### src/rtl/box_centroid.sv
// Per-frame centroid of matched in-box capture pixels, computed with a serial restoring divider.
// Define BOX_CENTROID_EXTENT_EN to add the bounding-extent outputs ext_min_x/ext_max_x/ext_min_y/ext_max_y.
module box_centroid #(
  parameter int MIN_COUNT = 16,
  parameter int ACC_W     = 28,
  parameter int CNT_W     = 19
) (
  input  logic             clk,
  input  logic             rst_n,
  input  logic             pix_valid,
  input  logic [9:0]       capture_x,
  input  logic [9:0]       capture_y,
  input  logic             capture_in_box,
  input  logic             pix_match,
  input  logic             frame_end,
  output logic [9:0]       centroid_x,
  output logic [9:0]       centroid_y,
  output logic [CNT_W-1:0] pix_count,
  output logic             target_found,
  output logic             result_valid,
  output logic             busy,
  output logic             overrun
`ifdef BOX_CENTROID_EXTENT_EN
  ,
  output logic [9:0]       ext_min_x,
  output logic [9:0]       ext_max_x,
  output logic [9:0]       ext_min_y,
  output logic [9:0]       ext_max_y
`endif
);

  localparam int STEP_W = $clog2(ACC_W + 1);

  typedef enum logic [1:0] {IDLE, DIV_X, DIV_Y, DONE} state_t;

  state_t state, state_nx;

  logic [CNT_W-1:0]  cnt, snap_cnt;
  logic [ACC_W-1:0]  sx, sy, snap_sy;
  logic [CNT_W-1:0]  cnt_nx;
  logic [ACC_W-1:0]  sx_nx, sy_nx;
  logic [CNT_W:0]    cnt_sum;
  logic [ACC_W:0]    sx_sum, sy_sum;
  logic              qual, found_nx;

  logic [ACC_W-1:0]  dvd, dvd_next;
  logic [CNT_W-1:0]  rem, rem_next;
  logic [CNT_W:0]    trial, diff;
  logic              ge;
  logic [STEP_W-1:0] step;
  logic [9:0]        quot_x;

  // Next-frame accumulator values include the pixel of the current cycle, so a
  // frame_end snapshot sees a coincident qualifying pixel.
  assign qual    = pix_valid && capture_in_box && pix_match;
  assign cnt_sum = {1'b0, cnt} + {{CNT_W{1'b0}}, 1'b1};
  assign sx_sum  = {1'b0, sx} + {{(ACC_W-9){1'b0}}, capture_x};
  assign sy_sum  = {1'b0, sy} + {{(ACC_W-9){1'b0}}, capture_y};
  assign cnt_nx  = !qual ? cnt : (cnt_sum[CNT_W] ? '1 : cnt_sum[CNT_W-1:0]);
  assign sx_nx   = !qual ? sx  : (sx_sum[ACC_W]  ? '1 : sx_sum[ACC_W-1:0]);
  assign sy_nx   = !qual ? sy  : (sy_sum[ACC_W]  ? '1 : sy_sum[ACC_W-1:0]);
  assign found_nx = cnt_nx >= CNT_W'(MIN_COUNT);

  // Remainder stays below the divisor, so the borrow bit of diff is the compare result.
  assign trial    = {rem, dvd[ACC_W-1]};
  assign diff     = trial - {1'b0, snap_cnt};
  assign ge       = ~diff[CNT_W];
  assign rem_next = ge ? diff[CNT_W-1:0] : trial[CNT_W-1:0];
  assign dvd_next = {dvd[ACC_W-2:0], ge};

`ifdef BOX_CENTROID_EXTENT_EN
  logic [9:0] run_min_x, run_max_x, run_min_y, run_max_y;
  logic [9:0] mnx_nx, mxx_nx, mny_nx, mxy_nx;
  logic [9:0] snap_mnx, snap_mxx, snap_mny, snap_mxy;

  assign mnx_nx = (qual && capture_x < run_min_x) ? capture_x : run_min_x;
  assign mxx_nx = (qual && capture_x > run_max_x) ? capture_x : run_max_x;
  assign mny_nx = (qual && capture_y < run_min_y) ? capture_y : run_min_y;
  assign mxy_nx = (qual && capture_y > run_max_y) ? capture_y : run_max_y;
`endif

  always_ff @(posedge clk) begin
    if (!rst_n) state <= IDLE;
    else        state <= state_nx;
  end

  // DIV_Y spends its first cycle loading the y dividend, which gives the 2*ACC_W+1 latency.
  always_comb begin
    state_nx     = state;
    result_valid = 1'b0;
    busy         = 1'b0;
    case (state)
      IDLE:  if (frame_end) state_nx = found_nx ? DIV_X : DONE;
      DIV_X: begin
        busy = 1'b1;
        if (step == STEP_W'(ACC_W - 1)) state_nx = DIV_Y;
      end
      DIV_Y: begin
        busy = 1'b1;
        if (step == STEP_W'(ACC_W)) state_nx = DONE;
      end
      DONE: begin
        result_valid = 1'b1;
        state_nx     = IDLE;
      end
      default: state_nx = IDLE;
    endcase
  end

  always_ff @(posedge clk) begin
    if (!rst_n) begin
      cnt <= '0; sx <= '0; sy <= '0;
      snap_cnt <= '0; snap_sy <= '0;
      dvd <= '0; rem <= '0; step <= '0; quot_x <= '0;
      centroid_x <= '0; centroid_y <= '0; pix_count <= '0;
      target_found <= 1'b0; overrun <= 1'b0;
`ifdef BOX_CENTROID_EXTENT_EN
      run_min_x <= 10'h3FF; run_max_x <= '0; run_min_y <= 10'h3FF; run_max_y <= '0;
      snap_mnx <= 10'h3FF; snap_mxx <= '0; snap_mny <= 10'h3FF; snap_mxy <= '0;
      ext_min_x <= 10'h3FF; ext_max_x <= '0; ext_min_y <= 10'h3FF; ext_max_y <= '0;
`endif
    end else begin
      overrun <= frame_end && (state != IDLE);
      if (frame_end) begin
        cnt <= '0; sx <= '0; sy <= '0;
      end else begin
        cnt <= cnt_nx; sx <= sx_nx; sy <= sy_nx;
      end
`ifdef BOX_CENTROID_EXTENT_EN
      if (frame_end) begin
        run_min_x <= 10'h3FF; run_max_x <= '0; run_min_y <= 10'h3FF; run_max_y <= '0;
      end else begin
        run_min_x <= mnx_nx; run_max_x <= mxx_nx; run_min_y <= mny_nx; run_max_y <= mxy_nx;
      end
`endif
      case (state)
        IDLE: if (frame_end) begin
          if (found_nx) begin
            snap_cnt <= cnt_nx;
            snap_sy  <= sy_nx;
            dvd      <= sx_nx;
            rem      <= '0;
            step     <= '0;
`ifdef BOX_CENTROID_EXTENT_EN
            snap_mnx <= mnx_nx; snap_mxx <= mxx_nx; snap_mny <= mny_nx; snap_mxy <= mxy_nx;
`endif
          end else begin
            pix_count    <= cnt_nx;
            target_found <= 1'b0;
          end
        end
        DIV_X: begin
          dvd  <= dvd_next;
          rem  <= rem_next;
          step <= step + 1'b1;
          if (step == STEP_W'(ACC_W - 1)) begin
            quot_x <= dvd_next[9:0];
            step   <= '0;
          end
        end
        DIV_Y: begin
          if (step == '0) begin
            dvd  <= snap_sy;
            rem  <= '0;
            step <= STEP_W'(1);
          end else begin
            dvd  <= dvd_next;
            rem  <= rem_next;
            step <= step + 1'b1;
            if (step == STEP_W'(ACC_W)) begin
              centroid_x   <= quot_x;
              centroid_y   <= dvd_next[9:0];
              pix_count    <= snap_cnt;
              target_found <= 1'b1;
`ifdef BOX_CENTROID_EXTENT_EN
              ext_min_x <= snap_mnx; ext_max_x <= snap_mxx;
              ext_min_y <= snap_mny; ext_max_y <= snap_mxy;
`endif
            end
          end
        end
        default: ;
      endcase
    end
  end

endmodule
### config.mk
export PLATFORM = sky130hd
export DESIGN_NAME = box_centroid
export DESIGN_NICKNAME = d
export VERILOG_FILES = /design/src/rtl/box_centroid.sv
export SDC_FILE = /design/constraint.sdc
export NUM_CORES = 1
export LEC_CHECK = 0
export BUFFER_PORTS_ARGS = -buffer_cell sky130_fd_sc_hd__buf_2
export CAP_MARGIN = 10
export CORE_MARGIN = 2
export CORE_UTILIZATION = 60
export CTS_CLUSTER_SIZE = 25
export DETAILED_ROUTE_END_ITERATION = 7
export PLACE_DENSITY = 0.84
export SLEW_MARGIN = 25
export SYNTH_ARGS = -nofsm -noshare
export SYNTH_HDL_FRONTEND = slang
export SYNTH_SLANG_ARGS = --single-unit
### constraint.sdc
create_clock -name clk -period 3.8 [get_ports clk]
set_input_delay 0 -clock clk [delete_from_list [all_inputs] [get_ports clk]]
set_output_delay 0 -clock clk [all_outputs]
set_load 0.01 [all_outputs]
==> flow_summary.yaml, run 1 <==
logic_synthesis:
  synthCells: 1436
  synthArstFlopShare_pct: 0
  synthMuxAreaShare_pct: 5.19
  synth_area_sq_um: 11900
  synth_compound_area_share_pct: 23.5
  syn_nets: 1511
  yosys.area_share.adder_pct: 5.32
  synthFlopType: "dfxtp_1"
  synth_top_family_by_area: "compound AO/OA/AOI/OAI gates"
  synth.distinct_cells: 77
  synth-edff-count: 0
  yosys.area_share.simple_pct: 19.9
  ys_warn_count: 0
  synth_xor_xnor_area_share_pct: 3.45
  postSynthAreaPerCell_sq_um: 8.32
  synth-seq-cells: 227
  yosysSeqAreaShare_pct: 38.0
global_routing:
  gr-total-overflow: 0
  grt_pass1_vias: 10600
  antenna_found_initial: 0
  grt_max_degree: 68
  grt_pass1_wl_mm: 51.4
  grt_util_all_layers_pct: 28.7
run:
  cap_violations: 0
floorplanning:
  dieArea_sq_um: 21100
  num_io_pins: 69
  die_x_um: 145
  num_rows: 51
  fp.dieH_um: 145
  core_area_sq_um: 19500
  start_util_pct: 61.2
critical_path:
  crit_path_start: "cnt[0]$_SDFF_PP0_"
  critPathCaptureType: "register"
  required_ps: 4240
  crit_type: "reg -> reg"
  reg2reg_from: "cnt[0]$_SDFF_PP0_"
  rr_worst_depth: 10
  worstSetupEndpoint: "dvd[15]$_SDFFE_PN0P_"
  worstPathArrival_ps: 3880
  cp_max_fo: 26
  start_kind: "register"
  reg2reg_slack_ps: 350
  regToRegEndpoint: "dvd[15]$_SDFFE_PN0P_"
clock_network:
  clock_latency_ps: 520
  cts_sinks: 227
  numCtsBuffers: 24
  clock_path_buffers: 3
  h-tree-depth: 1
  clock-root-buffer: "clkbuf_16"
  clk_pin_slew_ps: 60
  cts_tree: "done"
  post_cts_resized: 0
timing:
  min_period_over_period_pct: 90.7
  rsz0062_at_grt: "no"
  slew_violations: 0
  fin_hold_ws_ps: 106
  hold_viol_final: 0
  period_minus_slack_ps: 3450
  tightest_slew_ps: 995
  max_freq_mhz: 290
  skew_ps: 8.49
  finalSetupTns_ps: 0
  max-slew-margin-rel_pct: 33.4
  setup_viol: 0
drt:
  drt-initial-drc-count: 860
  dr.pass1.iters: 5
  drc: 0
  vias: 11200
  ant_nets: 0
  wl_per_cell_um: 17.7
  routed_wirelength_mm: 31.2
  via_per_inst: 6.34
layout:
  layout.nets: 1554
  mostFrequentLayoutCells: "dfxtp_1 (227), nor2_1 (178), a21oi_1 (112)"
  drive_above_1_share_pct: 12.1
  fillCellCount: 1577
  regArea_sq_um: 4540
  areaGrowthSynthToFinish_pct: 12.0
  multi_input_area_sq_um: 6890
  final_common_cell: "dfxtp_1"
  antenna_cells: 0
power_and_ir_drop:
  leakage_nw: 5.14
  ir_worst_vdd_mv: 0.317
  powerDensity_nw_per_um2: 480
placed_design:
  portBuffers: 68
  dp_hpwl_mm: 21.1
  place_congestion: 0.956
outcome:
  status: "completed"
min_path:
  timing.hold.worst.class: "in -> reg"
metrics by stage:
stage	worst slack [ps]	utilization, %	std cells	total power [mW]	instance area, sq um
4_1_cts	436	68.5	1762	6.40	13400
3_3_place_gp	561	64.3	1713	4.08	12600
6_report	353	68.5	1762	6.43	13400
5_1_grt	92.2	68.5	1762	6.70	13400
2_1_floorplan	861	-	1436	3.68	11900
3_5_place_dp	438	64.3	1713	4.11	12600
synthesized netlist by cell type, types with 24 or more instances:
cell type,count,area [sq um]
nand3_1,39,195
ha_1,46,576
a31oi_1,42,263
nor2_1,179,672
a21oi_1,112,561
nand2_1,88,330
inv_1,53,199
mux2i_1,44,440
nor2b_1,24,150
clkbuf_1,65,244
xnor2_1,32,280
and3_1,24,150
dfxtp_1,227,4540
nor3_1,47,235
o21ai_0,94,470
registers in the layout (all words and copies together) (netlist names):
register	cells
sx	28
step	5
centroid_x	10
rem	19
state	2
sy	28
target_found	1
cnt	19
dvd	28
snap_sy	28
pix_count	19
overrun	1
centroid_y	10
quot_x	10
snap_cnt	19
layout make-up:
class,instances,share of cell area (%)
Inverter,53,1.50
Clock buffer,34,5.23
Clock inverter,10,0.580
Timing Repair Buffer,104,4.75
Multi-Input combinational cell,1069,51.5
Tap cell,265,2.48
Sequential cell,227,34.0
where the power goes:
part | switching (mW) | internal, mW | total [mW] | leakage (nW)
Combinational | 0.953 | 0.471 | 1.42 | 2.92
Clock | 0.954 | 1.35 | 2.30 | 0.388
Sequential | 0.137 | 2.56 | 2.70 | 1.83
timing repair:
item	4_1_cts	5_1_grt
buffers inserted	0	0
hold buffers	5	0
hold endpoints to repair	25	0
routing by layer:
layer	GRT usage (%)	up-vias	share of wire [%]	wire length (um)
met5	0	-	0	0
met4	9.95	0	2.6	821
met3	4.40	77	7.5	2330
met2	48.3	451	47	14700
met1	37.7	5293	43	13300
li1	-	5343	-	-
how the worst min path moves through the flow:
| stage | start | end | slack, ps | cells past startpoint |
|---|---|---|---|---|
| 2_1_floorplan | frame_end | overrun$_SDFF_PN0_ | 150 | 1 |
| 3_3_place_gp | frame_end | overrun$_SDFF_PN0_ | 310 | 2 |
| 3_5_place_dp | frame_end | overrun$_SDFF_PN0_ | 300 | 2 |
| 4_1_cts | capture_x[9] | sx[9]$_SDFF_PP0_ | 90 | 4 |
| 5_1_grt | capture_y[7] | sy[7]$_SDFF_PP0_ | 160 | 5 |
| 6_report | capture_x[9] | sx[9]$_SDFF_PP0_ | 110 | 4 |
worst max-delay path, stage by stage, from the launching register on:
cell	delay (ps)
dfxtp_1	390
ha_1	310
nand3_1	130
nor3_1	340
a21oi_1	180
a311o_1	350
o211a_1	240
a31oi_4	720
buf_4	390
o21ai_0	130
a31oi_1	180
cell families after synthesis:
kind of cell,count (synthesis)
AOI/OAI and AO/OA,427
xor gates and xnor gates,47
adders and majority gates,49
buffers and inverters,140
DFF,227
muxes,60
and+or+nand+nor,486
Note: power is estimated with default switching activity, not from simulation.
==> inputs of run 2 (changes only) <==
--- a/config.mk
+++ b/config.mk
@@ -5,13 +5,14 @@
 export SDC_FILE = /design/constraint.sdc
 export NUM_CORES = 1
 export LEC_CHECK = 0
+export ABC_AREA = 1
 export BUFFER_PORTS_ARGS = -buffer_cell sky130_fd_sc_hd__buf_2
 export CAP_MARGIN = 10
 export CORE_MARGIN = 2
 export CORE_UTILIZATION = 60
 export CTS_CLUSTER_SIZE = 25
 export DETAILED_ROUTE_END_ITERATION = 7
-export PLACE_DENSITY = 0.84
+export PLACE_DENSITY = 0.83
 export SLEW_MARGIN = 25
 export SYNTH_ARGS = -nofsm -noshare
 export SYNTH_HDL_FRONTEND = slang
==> constraint.sdc (replaced) <==
create_clock -name clk -period 3.25 [get_ports clk]
set_input_delay 0 -clock clk [delete_from_list [all_inputs] [get_ports clk]]
set_output_delay 0 -clock clk [all_outputs]
set_load 0.01 [all_outputs]
==> flow_summary.yaml, run 2 <==
global_routing:
  gr-total-overflow: 0
  grt_pass1_vias: 12100
  grt_util_all_layers_pct: 30.5
  grt_max_degree: 67
  antenna_found_initial: 0
  grt_pass1_wl_mm: 57.0
logic_synthesis:
  synth_area_sq_um: 13100
  synth.distinct_cells: 52
  synth.top_cells.by_count: "nand2_1 (473), nor2_1 (283), inv_1 (239), dfxtp_1 (227), a21oi_1 (133)"
  synthFlopType: "dfxtp_1"
  postSynthAreaPerCell_sq_um: 6.62
  synthCells: 1979
  synth_area_leader_cell: "dfxtp_1"
  yosysSeqAreaShare_pct: 34.7
  syn_nets: 2054
  synth-seq-cells: 227
  synth_area_leaders: "dfxtp_1 (35%), nand2_1 (14%), nor2_1 (8.1%), inv_1 (6.8%), a21oi_1 (5.1%)"
  synthArstFlopShare_pct: 0
  synth_most_common_cell: "nand2_1"
  synth-edff-count: 0
  netlist.area_leader.share_pct: 34.7
  ys_warn_count: 0
clock_network:
  numCtsBuffers: 25
  h-tree-depth: 1
  clk_pin_slew_ps: 60
  clock_path_buffers: 3
  clock_latency_ps: 520
  clock-root-buffer: "clkbuf_16"
  cts_sinks: 227
  cts_tree: "done"
  cts_setup_buffers: 0
critical_path:
  cp_top_family: "compound AO/OA/AOI/OAI gates"
  cpMaxStageDelayCell: "a21boi_0"
  required_ps: 3700
  path_cells: "ha_1, inv_1, fa_1, inv_1, nand2_1, a21oi_2, a21oi_1, o21bai_2, nand2_1, inv_1, nor2_1, a21boi_0, nand2_1, a21oi_1"
  cp_max_fo: 9
  critPathCaptureType: "register"
  critPathMaxStageDelay_ps: 650
  path_buf_inv: 3
  start_kind: "register"
  crit_type: "reg -> reg"
  worstPathArrival_ps: 3510
timing:
  slew_violations: 0
  rsz0062_at_grt: "no"
  skew_ps: 7.53
  max_freq_mhz: 327
  tightest_slew_ps: 962
  period_minus_slack_ps: 3050
  max-slew-margin-rel_pct: 35.7
  finalSetupTns_ps: 0
  min_period_over_period_pct: 94.0
  hold_viol_final: 0
  setup_viol: 0
layout:
  antenna_cells: 0
  areaGrowthSynthToFinish_pct: 10.2
  layout.nets: 2088
  finalNonFillerCells: 2312
  final_common_cell: "nand2_1"
  drive_above_1_share_pct: 8.66
  mostFrequentLayoutCells: "nand2_1 (471), nor2_1 (281), inv_1 (239)"
  fin_area_sq_um: 14400
min_path:
  timing.hold.worst.class: "in -> reg"
placed_design:
  portBuffers: 68
  place_congestion: 0.933
  dp.cells: 2263
  placed_cell_area_sq_um: 13600
  dp_hpwl_mm: 24.8
drt:
  dr.pass1.iters: 6
  ant_nets: 0
  drc: 0
  routed_wirelength_mm: 35.4
  vias: 13000
  wl_per_cell_um: 15.3
  drt-initial-drc-count: 903
  via_per_inst: 5.62
outcome:
  status: "completed"
floorplanning:
  core_area_sq_um: 21600
  num_io_pins: 69
  die_x_um: 152
  start_util_pct: 60.6
  num_rows: 54
  dieArea_sq_um: 23000
  fp.dieH_um: 152
power_and_ir_drop:
  ir_worst_vdd_mv: 0.572
  power.total_mw: 12.6
  leakage_nw: 7.02
  powerDensity_nw_per_um2: 872
run:
  cap_violations: 0
==> run 2: changes by cell type after synthesis, sizes merged, moves of 21 or more <==
cell and change:
a21oi +21, a31oi -32, and3 -24, inv +195
mux2i -44, nand2 +386, nand3 +63, nand3b +46
nor2 +113, nor2b -24, nor3 -29, o21ai +40
==> run 2: final cells by class <==
class,instances,area [sq um]
multi-input combinational,1414,7200
fill,1902,7190
sequential,227,4540
inverter,254,956
clock buffer,35,703
timing repair buffer,91,548
tap,280,350
clock inverter,11,136
==> run 2: cell families after synthesis <==
logic type	after synthesis	synth area share, %
AND/OR/NAND/NOR	987	32.8
buffers and inverters	338	10.5
AO/OA/AOI/OAI	332	14.1
flip-flops	227	34.7
adder cells (fa/ha/maj)	49	4.85
XOR/XNOR	46	3.08
==> run 2: per-stage QoR <==
step	util [%]	hold slack (ps)	worst slack (ps)
6_report	66.8	57.8	195
5_1_grt	66.8	51.6	23.0
4_1_cts	66.7	45.9	173
3_5_place_dp	62.7	317	236
3_3_place_gp	62.7	314	296
2_1_floorplan	-	114	754
==> run 2: timing repair <==
action                                 4_1_cts  5_1_grt
resized for setup                            0        4
endpoints found under the hold margin       51        0
hold buffers                                 3        0
setup endpoints to repair                    0       26
==> run 2: power by group <==
group / switching (mW) / internal [mW]
sequential: 0.327 / 3.24
clock: 1.14 / 1.75
combinational: 4.01 / 2.12
total: 5.48 / 7.11
==> run 2: path summary, 6_finish.rpt <==
kind                            slack (ps)  cells past startpoint                    from                    endpoint
worst max-delay path                   200                     14        sy[0]$_SDFF_PP0_     snap_sy[1]$_SDFFE_PN0P_
worst min-delay path                    60                      5            capture_y[0]            sy[0]$_SDFF_PP0_
worst max register to register         200                     14        sy[0]$_SDFF_PP0_     snap_sy[1]$_SDFFE_PN0P_
worst min register to register         460                      2  quot_x[0]$_SDFFE_PN0P_  centroid_x[0]$_SDFFE_PN0P_
==> run 2: per-layer routing <==
metal / wire length, um / GRT usage, %
met5: 0 / 0
met2: 16500 / 52.6
met3: 2320 / 3.74
met4: 2080 / 16.3
met1: 14600 / 37.1
==> run 2: worst reg2reg max path, cell delays in order (launching register included) <==
cell and delay [ps]:
dfxtp_1 330, ha_1 190, inv_1 60, fa_1 390
inv_1 80, nand2_1 60, a21oi_2 250, a21oi_1 170
o21bai_2 210, nand2_1 80, inv_1 70, nor2_1 150
a21boi_0 650, nand2_1 150, a21oi_1 150
==> inputs of run 3 (changes only) <==
--- a/config.mk
+++ b/config.mk
@@ -13,6 +13,7 @@
 export CTS_CLUSTER_SIZE = 25
 export DETAILED_ROUTE_END_ITERATION = 7
 export PLACE_DENSITY = 0.83
+export RECOVER_POWER = 100
 export SLEW_MARGIN = 25
 export SYNTH_ARGS = -nofsm -noshare
 export SYNTH_HDL_FRONTEND = slang
==> flow_summary.yaml, run 3 (synthesis gave the netlist of run 2 again) <==
drt:
  drc: 0
  ant_nets: 0
  via_per_inst: 5.62
  vias: 13000
  dr.pass1.iters: 6
  wl_per_cell_um: 15.3
  drt-initial-drc-count: 858
  routed_wirelength_mm: 35.4
clock_network:
  clock_path_buffers: 3
  clk_pin_slew_ps: 60
  cts_sinks: 227
  h-tree-depth: 1
  clock_latency_ps: 520
  numCtsBuffers: 25
  cts_tree: "done"
  cts_setup_buffers: 0
  clock-root-buffer: "clkbuf_16"
critical_path:
  start_kind: "register"
  cp_max_fo: 9
  crit_type: "reg -> reg"
  required_ps: 3700
  worstPathArrival_ps: 3520
  critPathCaptureType: "register"
placed_design:
  placed_cell_area_sq_um: 13600
  dp.cells: 2263
  portBuffers: 68
  place_congestion: 0.933
  dp_hpwl_mm: 24.8
layout:
  regArea_sq_um: 4540
  fillCellCount: 1939
  mostFrequentLayoutCells: "nand2_1 (471), nor2_1 (281), inv_1 (239)"
  antenna_cells: 0
  drive_above_1_share_pct: 6.45
  areaGrowthSynthToFinish_pct: 9.57
  finalNonFillerCells: 2312
  utilization_pct: 66.4
  multi_input_area_sq_um: 7190
  layout.nets: 2088
  fin_area_sq_um: 14400
  final_common_cell: "nand2_1"
timing:
  max_freq_mhz: 326
  hold_viol_final: 0
  min_period_over_period_pct: 94.4
  finalSetupTns_ps: 0
  rsz0062_at_grt: "no"
  max-slew-margin-rel_pct: 17.6
  setup_viol: 0
  skew_ps: 6.93
  period_minus_slack_ps: 3070
  tightest_slew_ps: 1240
  slew_violations: 0
power_and_ir_drop:
  sequentialPowerShare_pct: 28.8
  clockPowerShare_pct: 23.2
  p_sw_mw: 5.44
  power.internal_mw: 6.96
  swShare_pct: 43.9
  ir_worst_vdd_mv: 0.561
  powerDensity_nw_per_um2: 864
  comb_power_share_pct: 48.0
  leakage_nw: 6.83
floorplanning:
  num_rows: 54
  num_io_pins: 69
  fp.dieH_um: 152
  die_x_um: 152
  dieArea_sq_um: 23000
  core_area_sq_um: 21600
  start_util_pct: 60.6
global_routing:
  grt_max_degree: 67
  gr-total-overflow: 0
  antenna_found_initial: 0
  grt_util_all_layers_pct: 30.5
  grt_pass1_vias: 12100
  grt_pass1_wl_mm: 57.0
run:
  cap_violations: 0
min_path:
  timing.hold.worst.class: "in -> reg"
outcome:
  status: "completed"
run 3: cell types whose count changed in the layout (fill, tap and decap cells not counted), sizes merged:
| cell | before | now |
|---|---|---|
| buf | 88 | 40 |
| clkbuf | 35 | 83 |
run 3: path summary, 6_finish.rpt:
path	startpoint	end	slack, ps	cells past startpoint
worst max-delay path	sy[0]$_SDFF_PP0_	snap_sy[1]$_SDFFE_PN0P_	180	14
worst min-delay path	capture_y[0]	sy[0]$_SDFF_PP0_	50	5
worst max register to register	sy[0]$_SDFF_PP0_	snap_sy[1]$_SDFFE_PN0P_	180	14
worst min register to register	quot_x[0]$_SDFFE_PN0P_	centroid_x[0]$_SDFFE_PN0P_	460	2
run 3: layout make-up:
type | instances | area share, %
Tap cell | 280 | 2.44
Multi-Input combinational cell | 1414 | 50.1
Sequential cell | 227 | 31.7
Clock inverter | 11 | 0.950
Clock buffer | 35 | 4.90
Inverter | 254 | 6.66
Timing Repair Buffer | 91 | 3.28
run 3: timing repair:
action                                  4_1_cts  5_1_grt
endpoints found under the setup margin        0       26
hold endpoints to repair                     51        0
gates resized for setup                       0        4
hold buffers                                  3        0
run 3: through the flow:
step / setup WS [ps] / total power [mW] / hold slack (ps)
2_1_floorplan: 754 / 8.10 / 114
3_3_place_gp: 296 / 9.44 / 314
3_5_place_dp: 236 / 9.56 / 317
4_1_cts: 173 / 12.5 / 45.9
5_1_grt: 20.4 / 13.4 / 51.6
6_report: 183 / 12.4 / 54.3
run 3: power groups by stage:
| stage | Sequential (mW) | Clock [mW] | Combinational, mW |
|---|---|---|---|
| after floorplan | 3.58 | 0 | 4.53 |
| after CTS | 3.55 | 2.91 | 6.03 |
| after global routing | 3.62 | 3.01 | 6.75 |
| final | 3.57 | 2.88 | 5.95 |
| after global placement | 3.59 | 0 | 5.85 |
| after detailed placement | 3.60 | 0 | 5.96 |
run 3: layer usage:
metal	track usage [%]	wire [um]
met1	37.1	14600
met2	52.6	16400
met3	3.74	2300
met4	16.3	2040
met5	0	0
run 3: worst max-delay path, cell delays in order (launching register included):
cell and delay [ps]:
dfxtp_1 340, ha_1 190, inv_1 60, fa_1 390
inv_1 80, nand2_1 60, a21oi_2 250, a21oi_1 170
o21bai_2 210, nand2_1 80, inv_1 70, nor2_1 150
a21boi_0 660, nand2_1 150, a21oi_1 150
